--- src/rtl/otter_trap_ctrl_pkg.sv ---
// Shared trap-controller definitions: exception-select encodings, mcause mapping,
// FSM state type and interrupt cause base.
package otter_trap_ctrl_pkg;

   typedef enum logic [1:0] {
      StIdle,
      StTrap,
      StFlush,
      StRet
   } trap_state_e;

   localparam logic [3:0] MCAUSE_SEL_NONE                 = 4'd0;
   localparam logic [3:0] MCAUSE_SEL_INSTRN_ADDR_MISALIGN = 4'd1;
   localparam logic [3:0] MCAUSE_SEL_INVLD_INSTRN         = 4'd2;
   localparam logic [3:0] MCAUSE_SEL_EBREAK               = 4'd3;
   localparam logic [3:0] MCAUSE_SEL_LOAD_ADDR_MISALIGN   = 4'd4;
   localparam logic [3:0] MCAUSE_SEL_STORE_ADDR_MISALIGN  = 4'd5;

   localparam int unsigned IRQ_CAUSE_BASE = 16;
   localparam int unsigned IRQ_IDX_W      = 4;
   localparam int unsigned CNT_W          = 8;

   // Unrecognised non-zero selects are reported as an illegal instruction.
   function automatic logic [3:0] mcause_code(input logic [3:0] sel);
      logic [3:0] code;
      case (sel)
         MCAUSE_SEL_INSTRN_ADDR_MISALIGN: code = 4'd0;
         MCAUSE_SEL_INVLD_INSTRN:         code = 4'd2;
         MCAUSE_SEL_EBREAK:               code = 4'd3;
         MCAUSE_SEL_LOAD_ADDR_MISALIGN:   code = 4'd4;
         MCAUSE_SEL_STORE_ADDR_MISALIGN:  code = 4'd6;
         default:                         code = 4'd2;
      endcase
      return code;
   endfunction

endpackage

--- src/rtl/otter_irq_prio.sv ---
// Interrupt input register/synchroniser plus masked lowest-index priority encoder.
// OTTER_TRAP_IRQ_SYNC_EN selects a 2-flop synchroniser instead of a single register.
module otter_irq_prio
   import otter_trap_ctrl_pkg::*;
#(
   parameter int unsigned NUM_IRQ = 4
) (
   input  logic                 i_clk,
   input  logic                 i_rst_n,
   input  logic [NUM_IRQ-1:0]   i_irq,
   input  logic [NUM_IRQ-1:0]   i_irq_mask,
   output logic [NUM_IRQ-1:0]   o_irq_pending,
   output logic                 o_irq_any,
   output logic [IRQ_IDX_W-1:0] o_irq_idx
);

   logic [NUM_IRQ-1:0] sync_q;

`ifdef OTTER_TRAP_IRQ_SYNC_EN
   logic [NUM_IRQ-1:0] meta_q;

   always_ff @(posedge i_clk or negedge i_rst_n) begin
      if (!i_rst_n) begin
         meta_q <= '0;
         sync_q <= '0;
      end else begin
         meta_q <= i_irq;
         sync_q <= meta_q;
      end
   end
`else
   always_ff @(posedge i_clk or negedge i_rst_n) begin
      if (!i_rst_n) begin
         sync_q <= '0;
      end else begin
         sync_q <= i_irq;
      end
   end
`endif

   assign o_irq_pending = sync_q & i_irq_mask;
   assign o_irq_any     = |o_irq_pending;

   // Scan downward so the lowest pending index is the last one written.
   always_comb begin
      o_irq_idx = '0;
      for (int i = NUM_IRQ - 1; i >= 0; i--) begin
         if (o_irq_pending[i]) begin
            o_irq_idx = IRQ_IDX_W'(i);
         end
      end
   end

endmodule

--- src/rtl/otter_trap_ctrl.sv ---
// Trap controller: captures exceptions/interrupts at instruction boundaries, hands them to
// the CSR file, then flushes. OTTER_TRAP_IRQ_SYNC_EN enables 2-flop interrupt synchronisation.
module otter_trap_ctrl
   import otter_trap_ctrl_pkg::*;
#(
   parameter int unsigned XLEN        = 32,
   parameter int unsigned NUM_IRQ     = 4,
   parameter int unsigned ACK_TIMEOUT = 15
) (
   input  logic               i_clk,
   input  logic               i_rst_n,
   input  logic               i_instr_valid,
   input  logic [3:0]         i_excp_sel,
   input  logic [XLEN-1:0]    i_trap_mtval,
   input  logic [XLEN-1:0]    i_pc_addr,
   input  logic [XLEN-1:0]    i_pc_next,
   input  logic [NUM_IRQ-1:0] i_irq,
   input  logic [NUM_IRQ-1:0] i_irq_mask,
   input  logic               i_mie,
   input  logic               i_mret,
   input  logic               i_csr_ack,
   output logic               o_trap_req,
   output logic [XLEN-1:0]    o_trap_cause,
   output logic [XLEN-1:0]    o_trap_epc,
   output logic [XLEN-1:0]    o_trap_mtval,
   output logic               o_stall,
   output logic               o_flush,
   output logic               o_mret_req,
   output logic [NUM_IRQ-1:0] o_irq_pending,
   output logic               o_trap_err
);

   trap_state_e          state_q, state_d;
   logic [XLEN-1:0]      cause_q, cause_d;
   logic [XLEN-1:0]      epc_q, epc_d;
   logic [XLEN-1:0]      mtval_q, mtval_d;
   logic [CNT_W-1:0]     cnt_q, cnt_d;
   logic                 err_q, err_d;
   logic                 irq_any;
   logic [IRQ_IDX_W-1:0] irq_idx;

   otter_irq_prio #(
      .NUM_IRQ (NUM_IRQ)
   ) u_irq_prio (
      .i_clk         (i_clk),
      .i_rst_n       (i_rst_n),
      .i_irq         (i_irq),
      .i_irq_mask    (i_irq_mask),
      .o_irq_pending (o_irq_pending),
      .o_irq_any     (irq_any),
      .o_irq_idx     (irq_idx)
   );

   always_comb begin
      state_d = state_q;
      cause_d = cause_q;
      epc_d   = epc_q;
      mtval_d = mtval_q;
      cnt_d   = cnt_q;
      err_d   = err_q;
      unique case (state_q)
         StIdle: begin
            if (i_instr_valid) begin
               if (i_excp_sel != MCAUSE_SEL_NONE) begin
                  cause_d      = '0;
                  cause_d[3:0] = mcause_code(i_excp_sel);
                  epc_d        = i_pc_addr;
                  mtval_d      = i_trap_mtval;
                  cnt_d        = '0;
                  state_d      = StTrap;
               end else if (i_mie && irq_any) begin
                  cause_d            = '0;
                  cause_d[XLEN-1]    = 1'b1;
                  cause_d[4:0]       = 5'(IRQ_CAUSE_BASE) + {1'b0, irq_idx};
                  epc_d              = i_pc_next;
                  mtval_d            = '0;
                  cnt_d              = '0;
                  state_d            = StTrap;
               end else if (i_mret) begin
                  state_d = StRet;
               end
            end
         end
         StTrap: begin
            // An ack arriving on the timeout cycle still counts as a clean handoff.
            if (i_csr_ack) begin
               state_d = StFlush;
            end else if (cnt_q == CNT_W'(ACK_TIMEOUT - 1)) begin
               err_d   = 1'b1;
               state_d = StFlush;
            end else begin
               cnt_d = cnt_q + 1'b1;
            end
         end
         StFlush: state_d = StIdle;
         StRet:   state_d = StIdle;
         default: state_d = StIdle;
      endcase
   end

   always_ff @(posedge i_clk or negedge i_rst_n) begin
      if (!i_rst_n) begin
         state_q <= StIdle;
         cause_q <= '0;
         epc_q   <= '0;
         mtval_q <= '0;
         cnt_q   <= '0;
         err_q   <= 1'b0;
      end else begin
         state_q <= state_d;
         cause_q <= cause_d;
         epc_q   <= epc_d;
         mtval_q <= mtval_d;
         cnt_q   <= cnt_d;
         err_q   <= err_d;
      end
   end

   assign o_trap_req   = (state_q == StTrap);
   assign o_flush      = (state_q == StFlush);
   assign o_stall      = (state_q == StTrap) || (state_q == StFlush);
   assign o_mret_req   = (state_q == StRet);
   assign o_trap_cause = cause_q;
   assign o_trap_epc   = epc_q;
   assign o_trap_mtval = mtval_q;
   assign o_trap_err   = err_q;

endmodule

--- config.mk ---
export PLATFORM = sky130hd
export DESIGN_NAME = otter_trap_ctrl
export DESIGN_NICKNAME = d
export VERILOG_FILES = /design/src/rtl/otter_trap_ctrl_pkg.sv /design/src/rtl/otter_irq_prio.sv /design/src/rtl/otter_trap_ctrl.sv
export SDC_FILE = /design/constraint.sdc
export NUM_CORES = 1
export LEC_CHECK = 0
export ABC_AREA = 1
export CAP_MARGIN = 20
export CORE_UTILIZATION = 40
export CTS_CLUSTER_SIZE = 8
export DETAILED_ROUTE_END_ITERATION = 12
export GPL_TIMING_DRIVEN = 1
export PLACE_DENSITY = 0.78
export SYNTH_ARGS = -nofsm -noshare
export SYNTH_HDL_FRONTEND = slang
export SYNTH_SLANG_ARGS = --single-unit
--- constraint.sdc ---
create_clock -name i_clk -period 2.1 [get_ports i_clk]
set_clock_uncertainty 0.1 [all_clocks]
set_input_delay 0.42 -clock i_clk [delete_from_list [all_inputs] [get_ports i_clk]]
set_output_delay 0.42 -clock i_clk [all_outputs]
set_load 0.005 [all_outputs]
# Word level (Yosys, flattened, before mapping)
# Index checks and enable logic that the tools add are counted.
[word_totals]
reg_bits = 111
mem_count = 0
wordCells = 61
in_bits = 114
ramBits = 0
romBits = 0
latchBits = 0
[op_classes]
n_bitwise = 2
mul = 0
n_eq_ne = 14
div_mod_pow = 0
add_sub_neg = 2
n_reduce_logical = 12
shift = 0
magnitude_cmp = 0
muxes = 24
[ops]
columns = ["cell", "n"]
rows = [
  ["32-bit 2-to-1 mux", 6],
  ["8-bit 2-to-1 mux", 5],
  ["8-bit case mux with 2 select lines", 1],
  ["2-bit 2-to-1 mux", 7],
  ["4-bit 2-to-1 mux", 3],
  ["3-bit case mux with 4 select lines", 1],
  ["3-bit AND reduction", 3],
  ["8-bit by 1-bit adder with 8-bit output (second input constant)", 1],
  ["4-bit by 3-bit equality test with 1-bit output (second input constant)", 2],
  ["8-bit by 4-bit equality test with 1-bit output (second input constant)", 1],
  ["2-bit inequality test (second input constant)", 3],
  ["2-bit case mux with 3 select lines", 1],
  ["5-bit by 4-bit adder with 5-bit output (first input constant)", 1],
  ["5-bit AND reduction", 1],
  ["4-bit bitwise AND", 1],
  ["2-bit equality test (second input constant)", 2],
  ["4-bit by 1-bit equality test with 1-bit output (second input constant)", 1],
  ["4-bit by 2-bit equality test with 1-bit output (second input constant)", 1],
  ["4-bit inequality test (second input constant)", 1],
  ["2-bit nonzero test", 2],
  ["4-bit nonzero test", 1],
  ["4-bit OR reduction", 1],
  ["3-bit by 2-bit inequality test with 1-bit output (second input constant)", 1],
  ["3-bit inequality test (second input constant)", 1],
  ["6 further kinds", 6],
]

# Logic depth before layout (Yosys ltp)
# Gate-level depths: netlist of the first run.
[logic_depth]
word_depth = 8
depth_mapped = 9
mapped_depth_nobuf = 9

# By module
# From an unflattened synthesis of the first run, not the netlist that was laid out.
[hier_totals]
hier_cells = 506
hier_area_um2 = 4250.3
[modules_own_cells]
columns = ["module", "area_each_um2", "n_inst", "seq_area_each_um2", "cells_per_inst"]
rows = [
  ["otter_trap_ctrl", 4063.9, 1, 2001.9, 484],
  ["otter_irq_prio", 186.4, 1, 100.1, 22],
]

# Least setup slack after synthesis of the first run
# Ideal clock, no wire load.
[synth_path]
path_kind = "reg2reg"
startpoint = "register state_q[1]"
endpoint = "register cnt_q[0]"
required_time_ps = 1933
path_stages_with_launch = 8
setup_slack_ps = 449
setup_time_ps = 67
t_arrival_ps = 1484
path_cell_list = "dfrtp_1 inv_1 ha_1 nand2_1 o21bai_1 a21oi_1 nand3_1 nand2_1"
[synth_via]
elab_chain_cells = 3
word_cells_on_any_way = 9
[synth_rtl]
columns = ["element", "line", "text"]
rows = [
  ["from (decl)", "otter_trap_ctrl.sv:33", "trap_state_e state_q, state_d;"],
  ["from (signal assigned)", "otter_trap_ctrl.sv:103", "state_q <= StIdle;"],
  ["from (signal assigned)", "otter_trap_ctrl.sv:110", "state_q <= state_d;"],
  ["2-bit by 1-bit equality test with 1-bit output *", "-", ""],
  ["via o_trap_req", "otter_trap_ctrl.sv:22", "output logic o_trap_req,"],
  ["2-bit inequality test (no source line) or 2-bit nonzero test (tied branches)", "-", ""],
  ["5-bit AND reduction (no source line)", "-", ""],
  ["to (signal assigned)", "otter_trap_ctrl.sv:114", "cnt_q <= cnt_d;"],
  ["to (decl)", "otter_trap_ctrl.sv:37", "logic [CNT_W-1:0] cnt_q, cnt_d;"],
]
# The timed path passes the listed nets; every way through them passes the cells marked *.
# A chain may end at the register's enable or synchronous reset.

# Final worst setup path of the first run
[layout_path]
startpoint = "input i_irq_mask[3]"
endpoint = "output o_irq_pending[3]"
[layout_via]
elab_chain_cells = 1
[layout_rtl]
columns = ["element", "line", "text"]
rows = [
  ["from (decl)", "otter_trap_ctrl.sv:18", "input logic [NUM_IRQ-1:0] i_irq_mask,"],
  ["4-bit bitwise AND", "otter_irq_prio.sv:41", "assign o_irq_pending = sync_q & i_irq_mask;"],
  ["to (decl)", "otter_trap_ctrl.sv:29", "output logic [NUM_IRQ-1:0] o_irq_pending,"],
]
# Every way passes these cells.

==> results of run 1 <==
-- power groups by stage --
stage	clock, W	combinational, W	sequential, W
after global placement	0	0.00310	0.00263
after global routing	0.00121	0.00353	0.00271
final	0.00110	0.00320	0.00262
after floorplan	0	0.00137	0.00267
after detailed placement	0	0.00319	0.00266
after CTS	0.00115	0.00324	0.00263
-- what timing repair did --
item                                   CTS  global route
setup endpoints to repair                3             4
buffers inserted                         2             0
pin swaps                                0             0
endpoints found under the hold margin   29             0
hold buffers                             1             0
resized for setup                        6             5
-- layout by cell type (no fill, tap or decap) --
| cell type | netlist | layout |
|---|---|---|
| clkdlybuf4s50_1 | 0 | 186 |
| nand3_2 | 1 | 1 |
| nor2_2 | 1 | 1 |
| nand2_4 | 1 | 2 |
| dfrtp_2 | 0 | 1 |
| ha_4 | 0 | 1 |
| ha_2 | 0 | 1 |
| nand3_1 | 20 | 20 |
| nand4_1 | 1 | 1 |
| clkinv_1 | 1 | 1 |
| clkbuf_8 | 0 | 9 |
| o21bai_1 | 2 | 2 |
| a31o_2 | 1 | 1 |
| dlygate4sd2_1 | 0 | 2 |
| inv_2 | 1 | 3 |
| inv_6 | 0 | 2 |
| nand2_2 | 25 | 25 |
| inv_8 | 0 | 3 |
| o21ai_2 | 24 | 24 |
| o21ai_0 | 19 | 19 |
| nand2_1 | 132 | 131 |
| a21oi_1 | 3 | 3 |
| ha_1 | 7 | 5 |
| dlygate4sd3_1 | 0 | 1 |
| dlymetal6s2s_1 | 0 | 2 |
| buf_4 | 32 | 9 |
| nor3b_1 | 2 | 2 |
| mux2i_1 | 32 | 32 |
| nor2_1 | 17 | 17 |
| o21ai_1 | 25 | 25 |
| conb_1 | 1 | 27 |
| o21ai_4 | 1 | 1 |
| clkinvlp_4 | 0 | 2 |
| buf_12 | 0 | 5 |
| dfrtp_1 | 83 | 82 |
| inv_1 | 20 | 18 |
-- metrics by stage --
step | hold WS, ns | instance area, sq um | setup TNS [ns] | utilization | std cells
4_1_cts | 0.3890 | 6475 | 0 | 0.6244 | 803
3_5_place_dp | 0.3719 | 6248 | -0.4615 | 0.6026 | 784
2_1_floorplan | 0.02441 | 4390 | 0 | - | 495
6_report | 0.3900 | 6485 | 0 | 0.6254 | 803
3_3_place_gp | 0.3660 | 6248 | -0.01371 | 0.6026 | 784
5_1_grt | 0.3935 | 6485 | 0 | 0.6254 | 803
-- kinds of logic after synthesis --
family	after synthesis	synth area share
multiplexers	32	0.07461
other	1	0.0008735
AND/OR/NAND/NOR	200	0.2014
AO/OA/AOI/OAI	75	0.1131
flip-flops	83	0.4838
buffers and inverters	71	0.1058
adder cells (fa/ha/maj)	7	0.02040
-- sequential cells by signal, summed over array words and instances, names as in the netlist --
| register | cells |
|---|---|
| cnt_q | 8 |
| o_trap_cause | 4 |
| o_trap_epc | 32 |
| o_trap_err | 1 |
| o_trap_mtval | 32 |
| state_q | 2 |
| u_irq_prio.sync_q | 4 |
-- per-layer routing --
metal  vias up  share of wire
li1       1847              -
met1      1719           0.41
met2       153           0.50
met3         5          0.073
met4         0         0.0081
met5         -              0
-- worst max-delay path, stage by stage --
cell             delay (ns)
clkdlybuf4s50_1        0.47
nand2_2                0.08
inv_1                  0.06
clkdlybuf4s50_1        0.50
-- worst max-delay path by stage --
stage,cells after the start,end
2_1_floorplan,7,cnt_q[0]
3_3_place_gp,8,o_trap_epc[31]
3_5_place_dp,9,o_trap_mtval[12]
4_1_cts,4,o_irq_pending[2]
5_1_grt,3,o_flush
6_report,4,o_irq_pending[3]
-- final cells by class --
class,instances,area (sq um),share of cell area
Multi-Input combinational cell,341,1882,0.2902
Clock inverter,7,66.31,0.01023
Timing Repair Buffer,205,2082,0.3211
Inverter,22,82.58,0.01273
Tap cell,136,170.2,0.02624
Sequential cell,83,2078,0.3205
Clock buffer,9,123.9,0.01910
==> metrics.md, run 1 <==
| Metric | Value |
|---|---|
| Sw power | `0.002379 W` |
| Final nets | `783` |
| Vias | `3,724` |
| Num CTS Buffers | `9` |
| FF-to-FF Start | `u_irq_prio.sync_q[3]` |
| Status | `finished clean` |
| Commonest cells post-synth | `nand2_1 (132), dfrtp_1 (83), buf_4 (32), mux2i_1 (32)` |
| Row Count | `37` |
| Total GRT Usage | `0.1906` |
| Leakage | `3.192 nW` |
| Wirelength per Cell | `12.73 um` |
| Startpoint Class | `input port` |
| RSZ-0062 raised after global routing | `false` |
| Sequential Power Share | `0.379` |
| Dominant cells by area after synthesis | `dfrtp_1 (48%), nand2_1 (12%), mux2i_1 (7.5%)` |
| #FFs+latches synth | `83` |
| Reg2Reg Setup Slack | `0.44 ns` |
| Core Area | `0.01037 sq mm` |
| CP startpoint | `i_irq_mask[3]` |
| Syn avg cell area | `9.153 sq um` |
| Synth area leader | `dfrtp_1` |
| Seq/Total Area, Yosys | `0.4838` |
| Max-slew violations | `0` |
| Fin crit share | `0.9727` |
| CP Capture Type | `output pin` |
| Synth Cell Area | `0.004293 sq mm` |
| Worst hold path startpoint | `o_trap_mtval[24]` |
| Switching share of total power | `0.3437` |
| Fmax | `489.6 MHz` |
| Synth Flop Type | `dfrtp_1` |
| IO Pins | `219` |
| Later-pin clock latency in the skew report | `0.35 ns` |
| R2R depth | `8` |
| Post-synth EDFFs | `0` |
| Post-synthesis cell count | `469` |
| Layout fillers | `885` |
| Die width | `105.6 um` |
| Drt initial violations | `234` |
| Final setup margin | `0.05741 ns` |
| Gr ovfl total | `0` |
| Initial antenna violation count | `0` |
| CTS H-Tree Depth | `3` |
| Int Pwr | `0.004544 W` |
| Layout cells sized above 1 | `0.1364` |
| Comb pwr share | `0.462` |
| PortBufs | `191` |
| Final hold violation count | `0` |
| Max clock buf depth | `2` |
| CTS tree | `yes` |
| Gr busiest metal | `met2` |
| Clock Power Share | `0.159` |
| Starting Density | `0.4140` |
| Worst IR Drop VDD | `0.0004490 V` |
| Synth cell types | `29` |
| Crit Path Class | `in -> out` |
| Place WS | `-0.06492 ns` |
| Final Setup Violations | `0` |
| Maxcap violations | `0` |
| Die Height | `105.6 um` |
| Final HPWL from detailed placement | `7.634 mm` |
| Critical Path AT | `1.52 ns` |
| Leading cell type by number of instances after synthesis | `nand2_1` |
| Reg2reg end | `o_trap_mtval[12]` |
| GR Util met3 | `0.04824` |
| Warning count from the yosys run | `0` |
| Final Critical Period | `2.043 ns` |
| Reg clk slew, reported paths | `0.09 ns` |
| ANT nets after route | `0` |
| Required @ worst endpoint | `1.58 ns` |
| Clk root buf | `clkbuf_8` |
| Post-DR vias/cell | `4.638` |
| Total power | `0.006923 W` |
| DRT Pass-1 Iters | `4` |
| Clk sink count | `83` |
| Hold/Removal Path Class | `reg -> reg` |
| Met2 usage | `0.3365` |
| Asr flop ratio synth | `1.000` |
| Global routing met1 resource utilization | `0.2322` |
| Vias in the first global route | `3,632` |
| Area Growth Syn to Fin | `51.06%` |
| Global-route wire length before repair | `17.07 mm` |
| Post-route DRC | `0` |
| WL final | `10.22 mm` |
| Gpl congestion | `0.8135` |
| Largest driver fanout on the critical path | `3` |
| Power Dens Cells | `1068 mW/mm^2` |
| Die ar. | `0.01115 sq mm` |
| Top cell type's share of synthesized area | `0.4838` |
| Worst hold path endpoint | `o_trap_mtval[24]` |
| Antenna fix cells | `0` |
| Hold depth | `2` |
| Largest net degree at the start of global routing | `84` |
No activity file was read; power rests on OpenSTA's default activity.
==> run 2, diff against run 1 <==
--- a/config.mk
+++ b/config.mk
@@ -6,11 +6,11 @@
 export NUM_CORES = 1
 export LEC_CHECK = 0
 export ABC_AREA = 1
-export CAP_MARGIN = 20
+export CAP_MARGIN = 10
 export CORE_UTILIZATION = 40
 export CTS_CLUSTER_SIZE = 8
 export DETAILED_ROUTE_END_ITERATION = 12
-export GPL_TIMING_DRIVEN = 1
+export GPL_TIMING_DRIVEN = 0
 export PLACE_DENSITY = 0.78
 export SYNTH_ARGS = -nofsm -noshare
 export SYNTH_HDL_FRONTEND = slang
==> run 2 against run 1 <==
  * First-iteration DRC count shrank 29%
  * Power grew 1.8%
  * Register-to-register slack lost 0.11 ns
==> metrics.md, run 2 (synthesis gave the netlist of run 1 again) <==
| Metric | Value |
|---|---|
| Final Setup Violations | `0 (unchanged)` |
| Die Height | `105.6 um (unchanged)` |
| Area Growth Syn to Fin | `56.81% (was 51.06%)` |
| Commonest non-fill, non-tap cell in the layout | `clkdlybuf4s50_1 (unchanged)` |
| Die ar. | `0.01115 sq mm (unchanged)` |
| Fin cells | `843 (was 803)` |
| Power Dens Cells | `1047 mW/mm^2 (was 1068 mW/mm^2)` |
| Final Critical Period | `2.050 ns (was 2.043 ns)` |
| Drt initial violations | `166 (was 234)` |
| Rel. slew slack | `0.6420` |
| Layout fillers | `880 (was 885)` |
| Final nets | `823 (was 783)` |
| Vias | `3,944 (was 3,724)` |
| Maxcap violations | `0 (unchanged)` |
| Gr ovfl total | `0 (unchanged)` |
| Vias in the first global route | `3,846 (was 3,632)` |
| Total GRT Usage | `0.2135 (was 0.1906)` |
| CP Capture Type | `output pin (unchanged)` |
| Starting Density | `0.4140 (unchanged)` |
| Placed Cells | `823 (was 784)` |
| Initial antenna violation count | `0 (unchanged)` |
| Startpoint Class | `input port (unchanged)` |
| CP dominant cell by count | `clkdlybuf4s50_1 (unchanged)` |
| Reg clk slew, reported paths | `0.08 ns (was 0.09 ns)` |
| Clk root buf | `clkbuf_8 (unchanged)` |
| Layout cells sized above 1 | `0.1768 (was 0.1364)` |
| Critical Path AT | `1.53 ns (was 1.52 ns)` |
| Slowest stage delay, CP | `0.49 ns (was 0.50 ns)` |
| Least-Margin Pin Slew | `0.5370 ns` |
| Slowest-stage cell, CP | `clkdlybuf4s50_1 (unchanged)` |
| Crit Path Class | `in -> out (unchanged)` |
| Post-route DRC | `0 (unchanged)` |
| Final Util | `0.6491 (was 0.6254)` |
| GR Util met3 | `0.05257 (was 0.04824)` |
| Later-pin clock latency in the skew report | `0.35 ns (about the same)` |
| Status | `finished clean (unchanged)` |
| Max-slew violations | `0 (unchanged)` |
| Num CTS Buffers | `9 (unchanged)` |
| Global-route wire length before repair | `18.74 mm (was 17.07 mm)` |
| Antenna fix cells | `0 (unchanged)` |
| Crit-path cells | `clkdlybuf4s50_1, nand2_2, inv_1, clkdlybuf4s50_1 (unchanged)` |
| Post-DR vias/cell | `4.679 (was 4.638)` |
| Final hold violation count | `0 (unchanged)` |
| ANT nets after route | `0 (unchanged)` |
| Fmax | `487.9 MHz (was 489.6 MHz)` |
| Commonest cells after routing, fill and taps aside | `clkdlybuf4s50_1 (185), nand2_1 (132), dfrtp_1 (83) (was clkdlybuf4s50_1 (186), nand2_1 (131), dfrtp_1 (82))` |
| Hold/Removal Path Class | `reg -> reg (unchanged)` |
| Worst IR Drop VDD | `0.0005596 V (was 0.0004490 V)` |
| Largest net degree at the start of global routing | `45 (was 84)` |
| Met2 usage | `0.3769 (was 0.3365)` |
| Required @ worst endpoint | `1.58 ns (about the same)` |
| CTS tree | `yes (unchanged)` |
| DRT Pass-1 Iters | `4 (unchanged)` |
| Final setup margin | `0.05028 ns (was 0.05741 ns)` |
| Die width | `105.6 um (unchanged)` |
| Global routing met1 resource utilization | `0.2537 (was 0.2322)` |
| Clk sink count | `83 (unchanged)` |
| Max clock buf depth | `2 (unchanged)` |
| Row Count | `37 (unchanged)` |
| IO Pins | `219 (unchanged)` |
| Core Area | `0.01037 sq mm (unchanged)` |
| Wirelength per Cell | `13.78 um (was 12.73 um)` |
| Final HPWL from detailed placement | `8.866 mm (was 7.634 mm)` |
| Leakage | `3.390 nW (was 3.192 nW)` |
| RSZ-0062 raised after global routing | `false (unchanged)` |
| Fin crit share | `0.9761 (was 0.9727)` |
| PortBufs | `191 (unchanged)` |
| Gr busiest metal | `met2 (unchanged)` |
| WL final | `11.61 mm (was 10.22 mm)` |
| CTS H-Tree Depth | `3 (unchanged)` |
| Place WS | `-0.1585 ns (was -0.06492 ns)` |
| Gpl congestion | `0.7948 (was 0.8135)` |
| Largest driver fanout on the critical path | `4 (was 3)` |
## run 2: cell type report
type,count,area (sq um),share of cell area
plain buffers,49,371.6,0.05520
clock buffers,13,158.9,0.02361
repair buffers,196,1974,0.2933
multi-input cells,341,1876,0.2786
flip-flops and latches,83,2077,0.3085
clock inverters,3,21.27,0.003160
inverters,22,82.58,0.01227
well taps,136,170.2,0.02528
## run 2: layer usage
metal	part of all wire	vias up
met1	0.42	1846
met3	0.073	10
li1	-	1925
met5	0	-
met2	0.50	163
met4	0.012	0
## run 2: worst paths after layout
path,depth (start not counted),slack (ns),end,from
min reg2reg,2,0.39,o_trap_cause[1],o_trap_cause[1]
max in group asynchronous,3,0.79,o_trap_mtval[0],i_rst_n
min,2,0.39,o_trap_cause[1],o_trap_cause[1]
max,4,0.05,o_irq_pending[0],i_irq_mask[0]
min in group asynchronous,2,0.49,state_q[1],i_rst_n
max reg2reg,8,0.33,cnt_q[2],state_q[0]
## run 2: stage by stage
step | area (sq um) | power, W | hold slack (ns) | setup TNS (ns)
6_report | 6731 | 0.007049 | 0.3890 | 0
2_1_floorplan | 4390 | 0.004045 | 0.02441 | 0
3_5_place_dp | 6490 | 0.005978 | 0.3344 | -7.882
5_1_grt | 6731 | 0.007548 | 0.3818 | 0
3_3_place_gp | 6472 | 0.005872 | 0.3673 | -207.16
4_1_cts | 6714 | 0.007114 | 0.3795 | 0
## run 2: critical path: cells and delay by family
family / cells / cell delay [ns]
buffers and inverters: 3 / 1.03
and+or+nand+nor: 1 / 0.08
## run 2: what timing repair did
| item | 4_1_cts | 5_1_grt |
|---|---|---|
| hold buffers | 1 | 0 |
| gates resized for setup | 5 | 6 |
| buffers inserted | 3 | 0 |
| endpoints found under the setup margin | 3 | 12 |
| hold endpoints to repair | 39 | 0 |
## run 2: power breakdown
group | switching [W] | internal, W | total (W)
clock | 0.000575 | 0.000499 | 0.00107
sequential | 0.000392 | 0.00223 | 0.00262
combinational | 0.00142 | 0.00193 | 0.00335
total | 0.00239 | 0.00466 | 0.00705
